`src/rtl/uart_rx_core.sv`:
```
// uart_rx_core: receive half of the UART.
// Deserializes start / DATA_WIDTH data bits (LSB first) / even parity / stop
// frames from the RX line, pushes good bytes into the RX FIFO write port and
// keeps sticky parity, framing and overrun flags.

`ifndef Fifo_Full
`define Fifo_Full 4'b0001
`endif

module uart_rx_core #(
    parameter int DATA_WIDTH   = 8,
    parameter int CLKS_PER_BIT = 3
) (
    input  logic                  clk,
    input  logic                  reset_n,
    input  logic                  enable_uart,
    input  logic                  RX,
    output logic [DATA_WIDTH-1:0] fwdata,
    output logic                  fwrite,
    input  logic [3:0]            fwstatus,
    input  logic                  err_clr,
    output logic                  parity_err,
    output logic                  frame_err,
    output logic                  overrun,
    output logic                  rx_busy
);

    localparam int CW = (CLKS_PER_BIT > 1) ? $clog2(CLKS_PER_BIT) : 1;
    localparam int BW = (DATA_WIDTH > 1) ? $clog2(DATA_WIDTH) : 1;

    // Start bit is re-checked at HALF; every later bit is sampled on the
    // last count of its bit period, which keeps the frame spacing exact so a
    // back-to-back start edge lands in IDLE right after the stop evaluation.
    localparam logic [CW-1:0] HALF     = CW'((CLKS_PER_BIT - 1) / 2);
    localparam logic [CW-1:0] CNT_LAST = CW'(CLKS_PER_BIT - 1);
    localparam logic [BW-1:0] BIT_LAST = BW'(DATA_WIDTH - 1);

    localparam logic [2:0] S_IDLE   = 3'd0;
    localparam logic [2:0] S_START  = 3'd1;
    localparam logic [2:0] S_DATA   = 3'd2;
    localparam logic [2:0] S_PARITY = 3'd3;
    localparam logic [2:0] S_STOP   = 3'd4;

    logic [2:0]            state_q,      state_d;
    logic [CW-1:0]         cnt_q,        cnt_d;
    logic [BW-1:0]         bit_idx_q,    bit_idx_d;
    logic [DATA_WIDTH-1:0] shreg_q,      shreg_d;
    logic                  par_bit_q,    par_bit_d;
    logic [1:0]            sync_q,       sync_d;
    logic [DATA_WIDTH-1:0] fwdata_q,     fwdata_d;
    logic                  fwrite_q,     fwrite_d;
    logic                  parity_err_q, parity_err_d;
    logic                  frame_err_q,  frame_err_d;
    logic                  overrun_q,    overrun_d;

    logic                  rx_s;
    logic                  fifo_full;
    logic                  set_parity;
    logic                  set_frame;
    logic                  set_overrun;
    logic [DATA_WIDTH:0]   shift_tmp;

    assign rx_s      = sync_q[1];
    assign fifo_full = |(fwstatus & `Fifo_Full);
    assign shift_tmp = {rx_s, shreg_q};

    // Two-flop synchronizer for the asynchronous RX line (idles high).
    always_comb begin
        sync_d = {sync_q[0], RX};
    end

    // Frame FSM: bit timing, shifting, stop-bit evaluation and flag updates.
    always_comb begin
        state_d     = state_q;
        cnt_d       = cnt_q;
        bit_idx_d   = bit_idx_q;
        shreg_d     = shreg_q;
        par_bit_d   = par_bit_q;
        fwdata_d    = fwdata_q;
        fwrite_d    = 1'b0;
        set_parity  = 1'b0;
        set_frame   = 1'b0;
        set_overrun = 1'b0;

        case (state_q)
            S_IDLE: begin
                cnt_d = '0;
                if (enable_uart && !rx_s) begin
                    state_d = S_START;
                end
            end
            S_START: begin
                if (cnt_q == HALF) begin
                    cnt_d = '0;
                    if (!rx_s) begin
                        state_d   = S_DATA;
                        bit_idx_d = '0;
                    end else begin
                        // Line went back high: a glitch, not a start bit.
                        state_d = S_IDLE;
                    end
                end else begin
                    cnt_d = cnt_q + CW'(1);
                end
            end
            S_DATA: begin
                if (cnt_q == CNT_LAST) begin
                    cnt_d   = '0;
                    shreg_d = shift_tmp[DATA_WIDTH:1];
                    if (bit_idx_q == BIT_LAST) begin
                        state_d = S_PARITY;
                    end else begin
                        bit_idx_d = bit_idx_q + BW'(1);
                    end
                end else begin
                    cnt_d = cnt_q + CW'(1);
                end
            end
            S_PARITY: begin
                if (cnt_q == CNT_LAST) begin
                    cnt_d     = '0;
                    par_bit_d = rx_s;
                    state_d   = S_STOP;
                end else begin
                    cnt_d = cnt_q + CW'(1);
                end
            end
            S_STOP: begin
                if (cnt_q == CNT_LAST) begin
                    cnt_d   = '0;
                    state_d = S_IDLE;
                    if (!rx_s) begin
                        set_frame = 1'b1;
                    end else if (par_bit_q != ^shreg_q) begin
                        set_parity = 1'b1;
                    end else if (fifo_full) begin
                        set_overrun = 1'b1;
                    end else begin
                        fwrite_d = 1'b1;
                        fwdata_d = shreg_q;
                    end
                end else begin
                    cnt_d = cnt_q + CW'(1);
                end
            end
            default: begin
                state_d = S_IDLE;
                cnt_d   = '0;
            end
        endcase

        // Disabling the receiver abandons any frame in flight silently.
        if (!enable_uart) begin
            state_d     = S_IDLE;
            cnt_d       = '0;
            bit_idx_d   = '0;
            fwrite_d    = 1'b0;
            fwdata_d    = fwdata_q;
            set_parity  = 1'b0;
            set_frame   = 1'b0;
            set_overrun = 1'b0;
        end

        // Sticky flags: a new error in the same cycle beats err_clr.
        parity_err_d = set_parity  | (parity_err_q & ~err_clr);
        frame_err_d  = set_frame   | (frame_err_q  & ~err_clr);
        overrun_d    = set_overrun | (overrun_q    & ~err_clr);
    end

    // State registers with asynchronous active-low reset.
    always_ff @(posedge clk or negedge reset_n) begin
        if (!reset_n) begin
            state_q      <= S_IDLE;
            cnt_q        <= '0;
            bit_idx_q    <= '0;
            shreg_q      <= '0;
            par_bit_q    <= 1'b0;
            sync_q       <= 2'b11;
            fwdata_q     <= '0;
            fwrite_q     <= 1'b0;
            parity_err_q <= 1'b0;
            frame_err_q  <= 1'b0;
            overrun_q    <= 1'b0;
        end else begin
            state_q      <= state_d;
            cnt_q        <= cnt_d;
            bit_idx_q    <= bit_idx_d;
            shreg_q      <= shreg_d;
            par_bit_q    <= par_bit_d;
            sync_q       <= sync_d;
            fwdata_q     <= fwdata_d;
            fwrite_q     <= fwrite_d;
            parity_err_q <= parity_err_d;
            frame_err_q  <= frame_err_d;
            overrun_q    <= overrun_d;
        end
    end

    assign fwdata     = fwdata_q;
    assign fwrite     = fwrite_q;
    assign parity_err = parity_err_q;
    assign frame_err  = frame_err_q;
    assign overrun    = overrun_q;
    assign rx_busy    = (state_q != S_IDLE);

endmodule

```
`config.mk`:
```
export PLATFORM = sky130hd
export DESIGN_NAME = uart_rx_core
export DESIGN_NICKNAME = d
export VERILOG_FILES = /design/src/rtl/uart_rx_core.sv
export SDC_FILE = /design/constraint.sdc
export NUM_CORES = 1
export LEC_CHECK = 0
export ABC_AREA = 1
export BUFFER_PORTS_ARGS = -buffer_cell sky130_fd_sc_hd__buf_2
export CORE_ASPECT_RATIO = 1.4
export CORE_MARGIN = 2
export CORE_UTILIZATION = 58
export DETAILED_ROUTE_END_ITERATION = 6
export GPL_TIMING_DRIVEN = 0
export PLACE_DENSITY_LB_ADDON = 0.05
export SYNTH_ARGS = -nofsm -noshare
export SYNTH_HDL_FRONTEND = slang
export SYNTH_SLANG_ARGS = --single-unit
```
`constraint.sdc`:
```
create_clock -name clk -period 2.08 [get_ports clk]
set_input_delay 0.104 -clock clk [delete_from_list [all_inputs] [get_ports clk]]
set_output_delay 0.104 -clock clk [all_outputs]
set_load 0.02 [all_outputs]
```
==> results.ini <==
[run_status]
status=finished, final reports clean

[clock_network]
cts.hold.buffers_added=2
cts_resized=0
cts_setup_buffers=0
cts_buffers=5
cts_sinks=31
clk_pin_slew_ns=0.10
root_buffer=clkbuf_4
h-tree-depth=2
clk_path_buf_depth=2
cts_tree=done
clock_latency_ns=0.33

[power_and_ir_drop]
pwr_density_cell_nw_per_um2=882
leakage_uw=0.000954
vdd_drop_max_mv=0.576

[global_route]
grt_pass1_wl_mm=5.12
track_usage_pct=24.0
grt_max_degree=32
gr-total-overflow=0
antenna_found_initial=0
grt_pass1_vias=1256

[worst_setup_path]
crit_type=register to register
cp-end-kind=register
arrival_ns=1.74
critPathLaunchType=register
required_ns=2.31
worst-path-max-fanout=9

[place]
io_buffers=18
gp_congestion=0.890
hpwl_mm=2.25

[sta]
worst_pin_slew_ns=0.691
rsz0062_at_grt=false
relSlewSlack_pct=54.0
setup_viol=0
fin_setup_tns_ns=0
skew_ns=0.00581
fmaxAchievable_mhz=661
timing.hold.ws_ns=0.0328
hold_viol_final=0
layout_min_cycle_time_ns=1.51
slew_violations=0
post-route-period-util_pct=72.8

[detailed_routing]
finalWirelength_mm=3.03
postRouteAntennaNets=0
route.vias.total=1296
drt-initial-drc-count=42
wire_per_inst_um=12.2
drt_first_pass_iters=4
viasPerCell=5.23
drc_errors=0

[finish]
area_delta_synth_final_pct=15.9
drive_above_1_share_pct=18.2
antenna_cells=0
nNetsFinal=224

[logic_synthesis]
synth.avg_cell_area_sq_um=8.06
netlist_area_sq_um=1500
ys_seq_elements=31
ys_types=26
synth_fp_nets=197
ys_seq_area_share_pct=51.9
synthCells=186
yosysWarnings=0

[die]
rows=21
die_height_um=64.2
dieArea_sq_um=3010
io_pins=22
die_x_um=47.0
core-area_sq_um=2420
start_util_pct=62.0

[hold_path]
hold_path_class=input port to register

[flow_run]
drv_cap=0

-- worst max-delay path, cell delays in order (launching register included) --
cell,delay [ns]
dfrtp_1,0.42
nor2_1,0.15
nand2_1,0.12
inv_1,0.11
nand4_2,0.13
nor2_4,0.24
nand2_4,0.12
nand2_1,0.07
nand2_1,0.05
-- final cells by class --
class,count,area (sq um)
fillers,215,679
clock inverters,2,35.0
multi-input cells,127,607
inverters,26,97.6
plain buffers,2,16.3
clock buffers,6,51.3
flip-flops and latches,31,778
well taps,34,42.5
repair buffers,20,110
-- registers in the layout (all words and copies together), names as in the netlist, 2 cells and up --
signal,cells
fwdata,8
shreg_q,8
bit_idx_q,3
state_q,3
cnt_q,2
sync_q,2
-- cell usage after synthesis, drive strengths merged --
cell / instances / area [sq um]
a21oi: 5 / 25.0
a22oi: 1 / 7.51
a31oi: 2 / 12.5
buf: 2 / 16.3
dfrtp: 29 / 726
dfstp: 2 / 52.6
ha: 2 / 25.0
inv: 26 / 97.6
nand2: 67 / 262
nand3: 14 / 70.1
nand3b: 1 / 7.51
nand4: 1 / 12.5
nor2: 12 / 55.1
nor3: 5 / 30.0
o211ai: 1 / 12.5
o21ai: 14 / 70.1
o41ai: 1 / 8.76
xor2: 1 / 8.76
-- metrics by stage --
step / cell area, sq um / total power [uW] / utilization (%) / cells / worst slack, ns
2_1_floorplan: 1500 / 956 / - / 186 / 0.768
3_3_place_gp: 1630 / 1030 / 67.5 / 238 / 0.621
3_5_place_dp: 1630 / 1050 / 67.5 / 238 / 0.591
4_1_cts: 1740 / 1550 / 71.9 / 248 / 0.567
5_1_grt: 1740 / 1620 / 71.9 / 248 / 0.440
6_report: 1740 / 1530 / 71.9 / 248 / 0.566
-- path summary, 6_finish.rpt --
check                                 from            to  slack (ns)  cells after the start
worst max-delay path            state_q[0]     fwdata[0]        0.57                      8
max in group asynchronous          reset_n  bit_idx_q[0]        1.30                      2
worst min-delay path               err_clr       overrun        0.03                      4
worst max register to register  state_q[0]     fwdata[0]        0.57                      8
worst min register to register   sync_q[0]     sync_q[1]        0.36                      0
min in group asynchronous          reset_n    shreg_q[5]        0.34                      2
-- routing by layer --
layer / up-vias / track usage [%] / routed length, um
met3: 5 / 4.24 / 84
met4: 0 / 12.2 / 55
met1: 619 / 24.9 / 1140
li1: 650 / - / -
met2: 22 / 42.8 / 1750
met5: - / 0 / 0
-- power by group --
part	switching, uW	total (uW)	internal [uW]
Sequential	40.7	686	645
Clock	208	492	284
Combinational	234	355	121
-- cell usage in the layout, fill, tap and decap left out --
| cell | Yosys | final |
|---|---|---|
| a21oi_1 | 5 | 5 |
| a22oi_1 | 1 | 1 |
| a31oi_1 | 2 | 2 |
| buf_2 | 1 | 19 |
| buf_6 | 1 | 1 |
| bufinv_16 | 0 | 1 |
| clkbuf_4 | 0 | 5 |
| clkbuf_8 | 0 | 1 |
| clkinv_2 | 0 | 1 |
| dfrtp_1 | 29 | 29 |
| dfstp_2 | 2 | 2 |
| dlygate4sd3_1 | 0 | 2 |
| ha_1 | 2 | 2 |
| inv_1 | 24 | 24 |
| inv_2 | 2 | 2 |
| nand2_1 | 65 | 65 |
| nand2_2 | 1 | 1 |
| nand2_4 | 1 | 1 |
| nand3_1 | 14 | 14 |
| nand3b_1 | 1 | 1 |
| nand4_2 | 1 | 1 |
| nor2_1 | 10 | 10 |
| nor2_2 | 1 | 1 |
| nor2_4 | 1 | 1 |
| nor3_1 | 4 | 4 |
| nor3_2 | 1 | 1 |
| o211ai_2 | 1 | 1 |
| o21ai_0 | 13 | 13 |
| o21ai_1 | 1 | 1 |
| o41ai_1 | 1 | 1 |
| xor2_1 | 1 | 1 |
-- cells by family after synthesis --
family	count (synthesis)	synth area share [%]
compound gates	24	9.10
fa+ha+maj	2	1.67
simple gates	100	29.1
flops	31	51.9
xor+xnor	1	0.584
buf+inv	28	7.60
No activity file was read; power rests on OpenSTA's default activity.
